$ cat config.mk
export PLATFORM = sky130hd
export DESIGN_NAME = pwm_multi_channel_driver
export DESIGN_NICKNAME = d
export VERILOG_FILES = /design/src/rtl/pwm_multi_channel_driver.sv
export SDC_FILE = /design/constraint.sdc
export NUM_CORES = 1
export LEC_CHECK = 0
export ABC_AREA = 1
export ABC_CLOCK_PERIOD_IN_PS = 2100
export CELL_PAD_IN_SITES_DETAIL_PLACEMENT = 1
export CELL_PAD_IN_SITES_GLOBAL_PLACEMENT = 2
export CORE_UTILIZATION = 42
export DETAILED_ROUTE_END_ITERATION = 16
export HOLD_SLACK_MARGIN = 0.03
export PLACE_DENSITY_LB_ADDON = 0.12
export RECOVER_POWER = 25
export SETUP_SLACK_MARGIN = 0.15
export SLEW_MARGIN = 10
export SYNTH_ARGS = -nofsm -noshare
export SYNTH_HDL_FRONTEND = slang
export SYNTH_SLANG_ARGS = --single-unit
$ cat constraint.sdc
create_clock -name clk -period 2.1 [get_ports clk]
set_input_delay 0.42 -clock clk [delete_from_list [all_inputs] [get_ports clk]]
set_output_delay 0.42 -clock clk [all_outputs]
set_load 0.02 [all_outputs]
$ cat src/rtl/pwm_multi_channel_driver.sv
// rtl/pwm_multi_channel_driver.sv - multi-channel double-buffered PWM generator loaded over write-only SPI
// Optional macro PWM_PHASE_STAGGER_EN offsets each channel's compare value to spread rising edges.
module pwm_multi_channel_driver #(
  parameter int CHANNELS = 7,
  parameter int WIDTH    = 3,
  parameter int PRESCALE = 1
) (
  input  logic                clk,
  input  logic                reset_n,
  input  logic                spi_sck,
  input  logic                spi_mosi,
  input  logic                spi_cs_n,
  output logic [CHANNELS-1:0] pwm_out,
  output logic                period_start
);
  localparam int ADDR_W = (CHANNELS > 1) ? $clog2(CHANNELS) : 1;
  localparam int AW1    = ADDR_W + 1;
  localparam int FRAME  = ADDR_W + WIDTH;
  localparam int BC_W   = $clog2(FRAME + 2);
  localparam int PRE_W  = (PRESCALE > 1) ? $clog2(PRESCALE) : 1;
  localparam int PERIOD = (1 << WIDTH) - 1;

  localparam logic [BC_W-1:0]  BC_FULL = BC_W'(FRAME);
  localparam logic [BC_W-1:0]  BC_SAT  = BC_W'(FRAME + 1);
  localparam logic [ADDR_W:0]  CH_LIM  = AW1'(CHANNELS);
  localparam logic [PRE_W-1:0] PRE_TOP = PRE_W'(PRESCALE - 1);
  localparam logic [WIDTH-1:0] CNT_TOP = WIDTH'(PERIOD - 1);

  logic [1:0]       sck_sync, mosi_sync, cs_sync;
  logic             sck_prev, cs_prev;
  logic             sck_rise, cs_rise, cs_fall;
  logic [FRAME-1:0] shift;
  logic [BC_W-1:0]  bitcnt;
  logic [ADDR_W-1:0] addr;
  logic [WIDTH-1:0] duty;
  logic             commit;

  logic [PRE_W-1:0] pre;
  logic [WIDTH-1:0] cnt;
  logic             tick, wrap;
  logic [WIDTH-1:0] shadow [CHANNELS];
  logic [WIDTH-1:0] active [CHANNELS];
  logic [WIDTH-1:0] cmp    [CHANNELS];

  always_ff @(posedge clk or negedge reset_n) begin
    if (!reset_n) begin
      sck_sync  <= 2'b00;
      mosi_sync <= 2'b00;
      cs_sync   <= 2'b11;
      sck_prev  <= 1'b0;
      cs_prev   <= 1'b1;
    end else begin
      sck_sync  <= {sck_sync[0], spi_sck};
      mosi_sync <= {mosi_sync[0], spi_mosi};
      cs_sync   <= {cs_sync[0], spi_cs_n};
      sck_prev  <= sck_sync[1];
      cs_prev   <= cs_sync[1];
    end
  end

  assign sck_rise = sck_sync[1] & ~sck_prev;
  assign cs_rise  = cs_sync[1] & ~cs_prev;
  assign cs_fall  = ~cs_sync[1] & cs_prev;

  always_ff @(posedge clk or negedge reset_n) begin
    if (!reset_n) begin
      shift  <= '0;
      bitcnt <= '0;
    end else if (cs_fall) begin
      shift  <= '0;
      bitcnt <= '0;
    end else if (sck_rise && !cs_sync[1]) begin
      shift <= {shift[FRAME-2:0], mosi_sync[1]};
      if (bitcnt != BC_SAT) bitcnt <= bitcnt + 1'b1;
    end
  end

  // Short, long and out-of-range frames fall through without touching shadow.
  assign addr   = shift[FRAME-1:WIDTH];
  assign duty   = shift[WIDTH-1:0];
  assign commit = cs_rise && (bitcnt == BC_FULL) && ({1'b0, addr} < CH_LIM);

  assign tick = (pre == PRE_TOP);
  assign wrap = tick && (cnt == CNT_TOP);

  for (genvar g = 0; g < CHANNELS; g++) begin : g_cmp
`ifdef PWM_PHASE_STAGGER_EN
    localparam int OFS = (g * (PERIOD / CHANNELS)) % PERIOD;
    localparam logic [WIDTH:0] PER_X = AW1'(0) + (WIDTH+1)'(PERIOD);
    logic [WIDTH:0] sum;
    assign sum = {1'b0, cnt} + (WIDTH+1)'(OFS);
    // Subtracting 2^WIDTH-1 equals dropping the carry bit and adding one.
    assign cmp[g] = (sum >= PER_X) ? sum[WIDTH-1:0] + 1'b1 : sum[WIDTH-1:0];
`else
    assign cmp[g] = cnt;
`endif
  end

  always_ff @(posedge clk or negedge reset_n) begin
    if (!reset_n) begin
      pre          <= '0;
      cnt          <= '0;
      period_start <= 1'b0;
      pwm_out      <= '0;
      for (int i = 0; i < CHANNELS; i++) begin
        shadow[i] <= '0;
        active[i] <= '0;
      end
    end else begin
      pre <= tick ? '0 : pre + 1'b1;
      if (tick) cnt <= (cnt == CNT_TOP) ? '0 : cnt + 1'b1;
      period_start <= wrap;
      // A commit in the wrap cycle lands in shadow after active already sampled it.
      for (int i = 0; i < CHANNELS; i++) begin
        if (commit && (addr == ADDR_W'(i))) shadow[i] <= duty;
        if (wrap) active[i] <= shadow[i];
        pwm_out[i] <= (cmp[i] < active[i]);
      end
    end
  end
endmodule

==> flow_summary.yaml, run 1 <==
status:
  status: "completed"
grt:
  grt.overflow.total: 0
  grt_pass1_vias: 2209
  grt_use_total_pct: 17.9
  grt_max_degree: 42
  antenna_found_initial: 0
  grt_first_pass_wirelength_um: 10400
timing:
  slew_viol_final: 0
  fin_crit_sh_pct: 80.3
  tightest_slew_ps: 1040
  hold_ws_ps: 261
  fin_ws_ps: 414
  fin_tns_setup_ps: 0
  setup_viol: 0
  fin_crit_ps: 1690
  max_slew_margin_pct: 30.5
  skew_ps: 5.19
  timing.final.hold_violations: 0
  rsz0062_at_grt: "false"
  fmax_ghz: 0.593
die:
  core_um2: 7210
  ioPinCount: 13
  std_cell_rows: 31
  start_util_pct: 43.1
  die_h_um: 88.1
  dieArea_um2: 7760
  die_w_um: 88.1
clocking:
  cts_buffers: 9
  clock_latency_ps: 340
  clock-sinks: 70
  root_buffer: "clkbuf_8"
  clk_pin_slew_ps: 70
  cts_tree: "done"
  clk_path_buf_depth: 2
  holdBufCountCts: 0
  htreeDepth: 3
  cts_setup_buffers: 0
  cts_resized: 0
drt:
  avgViaCountPerCell: 4.74
  ant_nets: 0
  drc_errors: 0
  wl_per_cell_um: 13.4
  dr.pass1.iters: 4
  drt_iter0_drc: 54
  wl_um: 5890
  vias: 2086
critical_path:
  end_kind: "output port"
  critPathRequiredTime_ps: 1680
  critPathKind: "register to output port"
  critPathSlowestCell: "clkdlybuf4s50_1"
  r2r_cells: 4
  start_kind: "register"
  crit_chain: "clkdlybuf4s50_1"
  reg2reg_from: "cnt[1]"
  timing.rr.end: "active[5]"
  crit_family: "buffers and inverters"
  cp_max_fo: 1
  r2r_setup_slack_ps: 610
  cp_num_buf_inv: 1
  crit_arrival_ps: 1270
  critPathMaxStageDelay_ps: 600
flow_run:
  cap_viol_max_count: 0
yosys:
  ys_seq_area_share_pct: 56.4
  syn-num-nets: 342
  syn_area_um2: 3110
  avgSynthCellArea_um2: 9.72
  ys_types: 20
  yosys_warnings: 0
  synthCells: 320
  synth_seq_cells: 70
power:
  powerDensity_nw_per_um2: 716
  p_total_w: 0.00248
  leakagePower_nw: 1.82
  ir_drop_mv: 0.351
layout:
  final_core_util_pct: 48.0
  multi_input_area_um2: 1170
  fill_cells: 853
  antenna_cells: 0
  drive_gt1_share_pct: 14.4
  area_delta_synth_final_pct: 11.3
  register_area_um2: 1760
  fin_nets: 358
placement:
  portBuffers: 12
  place_hpwl_um: 4370
  pre_cts_ws_ps: 579
  gp_congestion: 0.778
min_path:
  min_path_type: "input port to asynchronous set/reset pin"
==> layout by cell type (no fill, tap or decap), drive strengths merged <==
| cell | instances |
|---|---|
| dfrtp | 67 |
| o21ai | 19 |
| inv | 30 |
| nand4 | 3 |
| nor2 | 15 |
| buf | 1 |
| a31oi | 7 |
| nand3 | 33 |
| dfstp | 3 |
| ha | 17 |
| clkbuf | 15 |
| clkdlybuf4s50 | 11 |
| nand2 | 111 |
| clkinv | 2 |
| a21o | 7 |
==> kinds of logic (layout without fill, tap and decap cells) <==
kind of cell               Yosys count  count (layout)  synth area share [%]
buffers and inverters               38              59                  6.07
and+or+nand+nor                    162             162                  22.8
AOI/OAI and AO/OA                   33              33                  7.84
DFF                                 70              70                  56.4
adders and majority gates           17              17                  6.84
==> metal layers <==
metal	GRT usage, %	vias to the layer above	routed length (um)
met5	0	-	0
met4	6.16	0	51
met3	4.52	6	136
met2	29.0	20	2820
met1	23.6	999	2880
li1	-	1061	-
==> worst max-delay path by stage <==
stage,startpoint,depth (start not counted),endpoint,slack [ps]
finish,pwm_out[5],1,pwm_out[5],410
global route,pwm_out[1],1,pwm_out[1],350
CTS,pwm_out[5],1,pwm_out[5],380
detailed placement,cnt[1],4,active[11],580
global placement,cnt[1],4,active[11],660
floorplan,cnt[2],3,pwm_out[0],920
==> report_power, final <==
part | internal (W) | switching [W]
combinational | 0.0000515 | 0.0000907
sequential | 0.00139 | 0.0000322
clock | 0.000459 | 0.000460
==> cell usage after synthesis, drive strengths merged <==
cell type    n  area [um^2]
a21o         7         52.6
a31oi        7         43.8
buf          5         60.1
clkbuf       3         11.3
dfrtp       67         1680
dfstp        3         78.8
ha          17          213
inv         30          118
nand2      111          442
nand3       33          178
nand4        3         18.8
nor2        15         72.6
o21ai       19          148
==> through the flow <==
| stage | instance area, um^2 | std cells |
|---|---|---|
| 2_1_floorplan | 3110 | 320 |
| 3_3_place_gp | 3300 | 424 |
| 3_5_place_dp | 3300 | 424 |
| 4_1_cts | 3460 | 440 |
| 5_1_grt | 3460 | 440 |
| 6_report | 3460 | 440 |
==> layout make-up <==
type | count | area share [%]
timing repair buffer | 13 | 3.90
inverter | 30 | 3.40
sequential | 70 | 50.7
multi-input combinational | 212 | 33.7
clock buffer | 14 | 4.41
clock inverter | 2 | 0.289
tap | 99 | 3.58
==> flip-flops by register name, summed over array words and instances, names as in the netlist <==
register	flops
period_start	1
sck_prev	1
cnt	3
pwm_out	7
active	21
sck_sync	2
shift	6
mosi_sync	2
cs_prev	1
cs_sync	2
bitcnt	3
shadow	21
Note: power is estimated with default switching activity, not from simulation.
==> run 2: changes to the inputs <==
--- a/config.mk
+++ b/config.mk
@@ -6,10 +6,10 @@
 export NUM_CORES = 1
 export LEC_CHECK = 0
 export ABC_AREA = 1
-export ABC_CLOCK_PERIOD_IN_PS = 2100
+export ABC_CLOCK_PERIOD_IN_PS = 1500
 export CELL_PAD_IN_SITES_DETAIL_PLACEMENT = 1
 export CELL_PAD_IN_SITES_GLOBAL_PLACEMENT = 2
-export CORE_UTILIZATION = 42
+export CORE_UTILIZATION = 35
 export DETAILED_ROUTE_END_ITERATION = 16
 export HOLD_SLACK_MARGIN = 0.03
 export PLACE_DENSITY_LB_ADDON = 0.12
==> constraint.sdc (replaced) <==
create_clock -name clk -period 1.5 [get_ports clk]
set_input_delay 0.3 -clock clk [delete_from_list [all_inputs] [get_ports clk]]
set_output_delay 0.3 -clock clk [all_outputs]
set_load 0.02 [all_outputs]
==> run 2 against run 1 <==
Against the previous run: critical path depth is the same; global-route usage fell by 1.5 points; non-clock buffer count grew 9; first-iteration DRC count unchanged; critical endpoint is now period_start; die area is 20% higher; highest routed layer unchanged.
==> flow_summary.yaml, run 2 (synthesis gave the netlist of run 1 again) <==
timing:
  setup_viol: 0
  max_slew_margin_pct: 56.9
  rsz0062_at_grt: "true"
  fin_crit_ps: 1310
  fin_crit_sh_pct: 87.2
  tightest_slew_ps: 647
  fmax_ghz: 0.765
  slew_viol_final: 0
  fin_tns_setup_ps: 0
  skew_ps: 10.7
  timing.final.hold_violations: 0
  hold_ws_ps: 352
placement:
  portBuffers: 12
  place_hpwl_um: 4280
  placed_cells: 438
  gp_congestion: 0.749
critical_path:
  crit_chain: "dlygate4sd2_1"
  critPathRequiredTime_ps: 1200
  crit_family: "flip-flops"
  start_kind: "register"
  end_kind: "output port"
  critPathSlowestCell: "dfrtp_1"
  crit_arrival_ps: 1010
  critPathMaxStageDelay_ps: 360
  r2r_setup_slack_ps: 200
  cp_num_buf_inv: 1
  critPathKind: "register to output port"
  cp_max_fo: 1
clocking:
  clk_path_buf_depth: 2
  clock-sinks: 70
  clock_latency_ps: 350
  cts_tree: "done"
  clk_pin_slew_ps: 70
  htreeDepth: 3
  root_buffer: "clkbuf_8"
  cts_buffers: 9
grt:
  antenna_found_initial: 0
  grt_first_pass_wirelength_um: 11200
  grt.overflow.total: 0
  grt_use_total_pct: 16.4
  grt_max_degree: 71
  grt_pass1_vias: 2277
layout:
  stdcell_count: 460
  register_area_um2: 1760
  final_common_cell: "nand2_1"
  fin_nets: 369
  antenna_cells: 0
  final_cell_mix: "91 x nand2_1, 65 x dfrtp_1, 31 x nand3_1, 24 x inv_1, 19 x nand2_2"
  drive_gt1_share_pct: 21.6
  fill_cells: 1004
  area_delta_synth_final_pct: 19.4
  final_core_util_pct: 42.8
  largestRegisters: "active (21), shadow (21), pwm_out (7)"
  multi_input_area_um2: 1230
drt:
  vias: 2213
  drt_iter0_drc: 54
  wl_um: 6470
  dr.pass1.iters: 4
  wl_per_cell_um: 14.1
  drc_errors: 0
  ant_nets: 0
  avgViaCountPerCell: 4.81
min_path:
  min_path_type: "register to register"
flow_run:
  cap_viol_max_count: 0
die:
  dieArea_um2: 9270
  die_w_um: 96.3
  die_h_um: 96.3
  ioPinCount: 13
  std_cell_rows: 34
  core_um2: 8680
  start_util_pct: 35.9
status:
  status: "completed"
power:
  p_total_w: 0.00412
  leakagePower_nw: 1.93
  ir_drop_mv: 0.476
  powerDensity_nw_per_um2: 1110
==> run 2: cell count changes in the layout (fill, tap and decap cells not counted), sizes merged <==
cell           before  now
bufinv              0    3
clkdlybuf4s50      11    0
dlygate4sd3         0    4
nor2               15   17
clkdlybuf4s15       0    5
dlygate4sd2         0    2
buf                 1    9
clkinv              2    0
==> run 2: layer usage <==
metal | share of wire [%] | track usage, % | routed length [um] | vias up
li1 | - | - | - | 1093
met4 | 2.2 | 8.09 | 142 | 0
met2 | 46 | 25.9 | 3000 | 22
met3 | 2.0 | 3.08 | 131 | 11
met5 | 0 | 0 | 0 | -
met1 | 49 | 21.6 | 3190 | 1087
==> run 2: path summary, 6_finish.rpt <==
path | endpoint | cells after the start | start
max | period_start | 1 | period_start
min | sck_sync[1] | 0 | sck_sync[0]
max reg2reg | shadow[6] | 5 | cs_sync[1]
min reg2reg | sck_sync[1] | 0 | sck_sync[0]
max in group asynchronous | cnt[1] | 3 | reset_n
min in group asynchronous | pwm_out[0] | 3 | reset_n
==> run 2: layout make-up <==
class,instances,area share (%)
clock buffers,13,4.28
clock inverters,3,2.42
inverters,30,3.16
multi-input cells,214,33.0
flip-flops and latches,70,47.3
well taps,108,3.64
repair buffers,22,6.16
==> run 2: stage by stage <==
step	instance area, um^2	worst slack (ps)
floorplan	3110	319
global placement	3380	85.3
detailed placement	3380	57.4
CTS	3700	130
global route	3720	77.2
finish	3720	192
==> run 2: timing repair <==
| item | in CTS | in global routing |
|---|---|---|
| buffers inserted | 2 | 1 |
| pin swaps | 2 | 1 |
| resized for setup | 17 | 13 |
| gates cloned | 2 | 0 |
| hold buffers | 1 | 0 |
| hold endpoints to repair | 67 | 0 |
| setup endpoints to repair | 36 | 38 |
==> run 2: power by group <==
part / switching [W] / internal (W) / leakage (nW)
Sequential: 0.0000424 / 0.00194 / 0.945
Combinational: 0.000151 / 0.0000821 / 0.866
Clock: 0.000710 / 0.00120 / 0.124
==> run 3: changes to the inputs <==
--- a/config.mk
+++ b/config.mk
@@ -9,7 +9,7 @@
 export ABC_CLOCK_PERIOD_IN_PS = 1500
 export CELL_PAD_IN_SITES_DETAIL_PLACEMENT = 1
 export CELL_PAD_IN_SITES_GLOBAL_PLACEMENT = 2
-export CORE_UTILIZATION = 35
+export CORE_UTILIZATION = 30
 export DETAILED_ROUTE_END_ITERATION = 16
 export HOLD_SLACK_MARGIN = 0.03
 export PLACE_DENSITY_LB_ADDON = 0.12
==> run 3 against run 2 <==
Against the previous run: die area up 16%; first-iteration DRC count down 28%; final area down 0.27%; critical path depth up 4; global-route usage down 2.0 points; critical path type is now register to register; sequential power about the same; critical endpoint is now shadow[19]; via count down 1.4%; highest routed layer unchanged; count of clock-buffer cells in the layout down 3; flip-flop and latch count unchanged; setup slack worse by 41 ps.
==> flow_summary.yaml, run 3 (synthesis gave the netlist of run 1 again) <==
die:
  core_um2: 9910
  std_cell_rows: 36
  ioPinCount: 13
  dieArea_um2: 10800
  start_util_pct: 31.4
  die_w_um: 104
  die_h_um: 104
power:
  p_clk_share_pct: 42.7
  leakagePower_nw: 1.91
  powerDensity_nw_per_um2: 1050
  pwr-share-comb_pct: 6.2
  swShare_pct: 23.9
  pwr-share-seq_pct: 51.1
  cell_internal_pwr_w: 0.00296
  ir_drop_mv: 0.538
  power_switching_w: 0.000927
drt:
  vias: 2183
  wl_um: 6880
  avgViaCountPerCell: 4.50
  dr.pass1.iters: 4
  wl_per_cell_um: 14.2
  drt_iter0_drc: 39
  drc_errors: 0
  ant_nets: 0
clocking:
  cts_tree: "done"
  cts_buffers: 9
  root_buffer: "clkbuf_8"
  htreeDepth: 3
  clk_path_buf_depth: 2
  clk_pin_slew_ps: 80
  clock_latency_ps: 340
  clock-sinks: 70
grt:
  grt_pass1_vias: 2392
  grt_first_pass_wirelength_um: 12100
  met1_usage_pct: 18.9
  gr-max-usage-layer: "met2"
  gr-usage-met2_pct: 23.2
  use_met3_pct: 3.40
  grt_use_total_pct: 14.4
  grt.overflow.total: 0
  antenna_found_initial: 0
  grt_max_degree: 25
timing:
  max_slew_margin_pct: 53.7
  fin_crit_ps: 1350
  timing.final.hold_violations: 0
  rsz0062_at_grt: "true"
  slew_viol_final: 0
  fmax_ghz: 0.741
  tightest_slew_ps: 695
  setup_viol: 0
  fin_tns_setup_ps: 0
  fin_crit_sh_pct: 89.9
  skew_ps: 10.4
placement:
  gp_congestion: 0.668
  place_area_um2: 3410
  place_hpwl_um: 4780
  portBuffers: 12
critical_path:
  crit_top_cell: "nand2_1"
  start_kind: "register"
  critPathSlowestCell: "dfstp_1"
  reg2reg_from: "cs_sync[1]"
  crit_chain: "nand2_2, nor2_8, nand2_1, nand2_1, nand2_1"
  critPathKind: "register to register"
  critPathMaxStageDelay_ps: 580
  r2r_setup_slack_ps: 150
  crit_arrival_ps: 1580
  r2r_cells: 5
  timing.rr.end: "shadow[19]"
  cp_max_fo: 7
  critPathRequiredTime_ps: 1730
  end_kind: "register"
layout:
  largestRegisters: "active (21), shadow (21), pwm_out (7)"
  drive_gt1_share_pct: 19.3
  antenna_cells: 0
  fin_nets: 369
  area_delta_synth_final_pct: 19.1
  finalInstanceArea_um2: 3710
  final_common_cell: "nand2_1"
  final_cell_mix: "98 x nand2_1, 65 x dfrtp_1, 32 x nand3_1, 24 x inv_1, 16 x ha_1"
min_path:
  whs_path_depth: 0
  min_to: "mosi_sync[1]"
  min_from: "mosi_sync[0]"
  min_path_type: "register to register"
status:
  status: "completed"
flow_run:
  cap_viol_max_count: 0
## run 3: critical path: cells and delay by family, from the launching register on
family,cells,cell delay (ps)
and+or+nand+nor,5,660
DFF,1,580
## run 3: how the worst max path moves through the flow
stage	from	to	slack, ps	cells past startpoint
global placement	bitcnt[0]	shadow[14]	90	7
finish	cs_sync[1]	shadow[19]	150	5
global route	cs_sync[1]	shadow[4]	80	5
floorplan	cnt[2]	pwm_out[0]	320	3
detailed placement	bitcnt[0]	shadow[11]	50	7
CTS	cnt[1]	pwm_out[5]	150	4
## run 3: final cells by class
cell class                      instances  area [um^2]
Fill cell                            1161         6200
Sequential cell                        70         1760
Multi-Input combinational cell        214         1210
Timing Repair Buffer                   22          243
Tap cell                              133          166
Clock buffer                           10          128
Inverter                               30          118
Clock inverter                          6         86.3
## run 3: repair_timing
action	in CTS	in global routing
endpoints found under the hold margin	18	0
buffers inserted	0	2
hold buffers	1	0
gates cloned	2	0
endpoints found under the setup margin	36	39
gates resized for setup	10	14
pin swaps	2	2
## run 3: per-layer routing
metal	up-vias	part of all wire, %	wire length (um)
met3	4	2.3	161
li1	1095	-	-
met2	20	47	3230
met5	-	0	0
met4	0	1.4	93
met1	1064	49	3390
## run 3: power by group through the flow
stage          Combinational [W]  Clock, W  Sequential (W)
6_report                0.000241   0.00166         0.00199
5_1_grt                 0.000280   0.00182         0.00199
4_1_cts                 0.000247   0.00174         0.00199
3_5_place_dp            0.000216         0         0.00202
3_3_place_gp            0.000212         0         0.00202
2_1_floorplan           0.000134         0         0.00200
## run 3: through the flow
stage | power [W] | std cells | hold WS [ps] | setup WS [ps] | util [%]
floorplan | 0.00214 | 320 | 4.41 | 319 | -
global placement | 0.00223 | 464 | 242 | 88.0 | 34.5
detailed placement | 0.00224 | 464 | 242 | 53.2 | 34.5
CTS | 0.00397 | 483 | 354 | 153 | 36.9
global route | 0.00409 | 485 | 363 | 79.0 | 37.4
finish | 0.00389 | 485 | 352 | 151 | 37.4
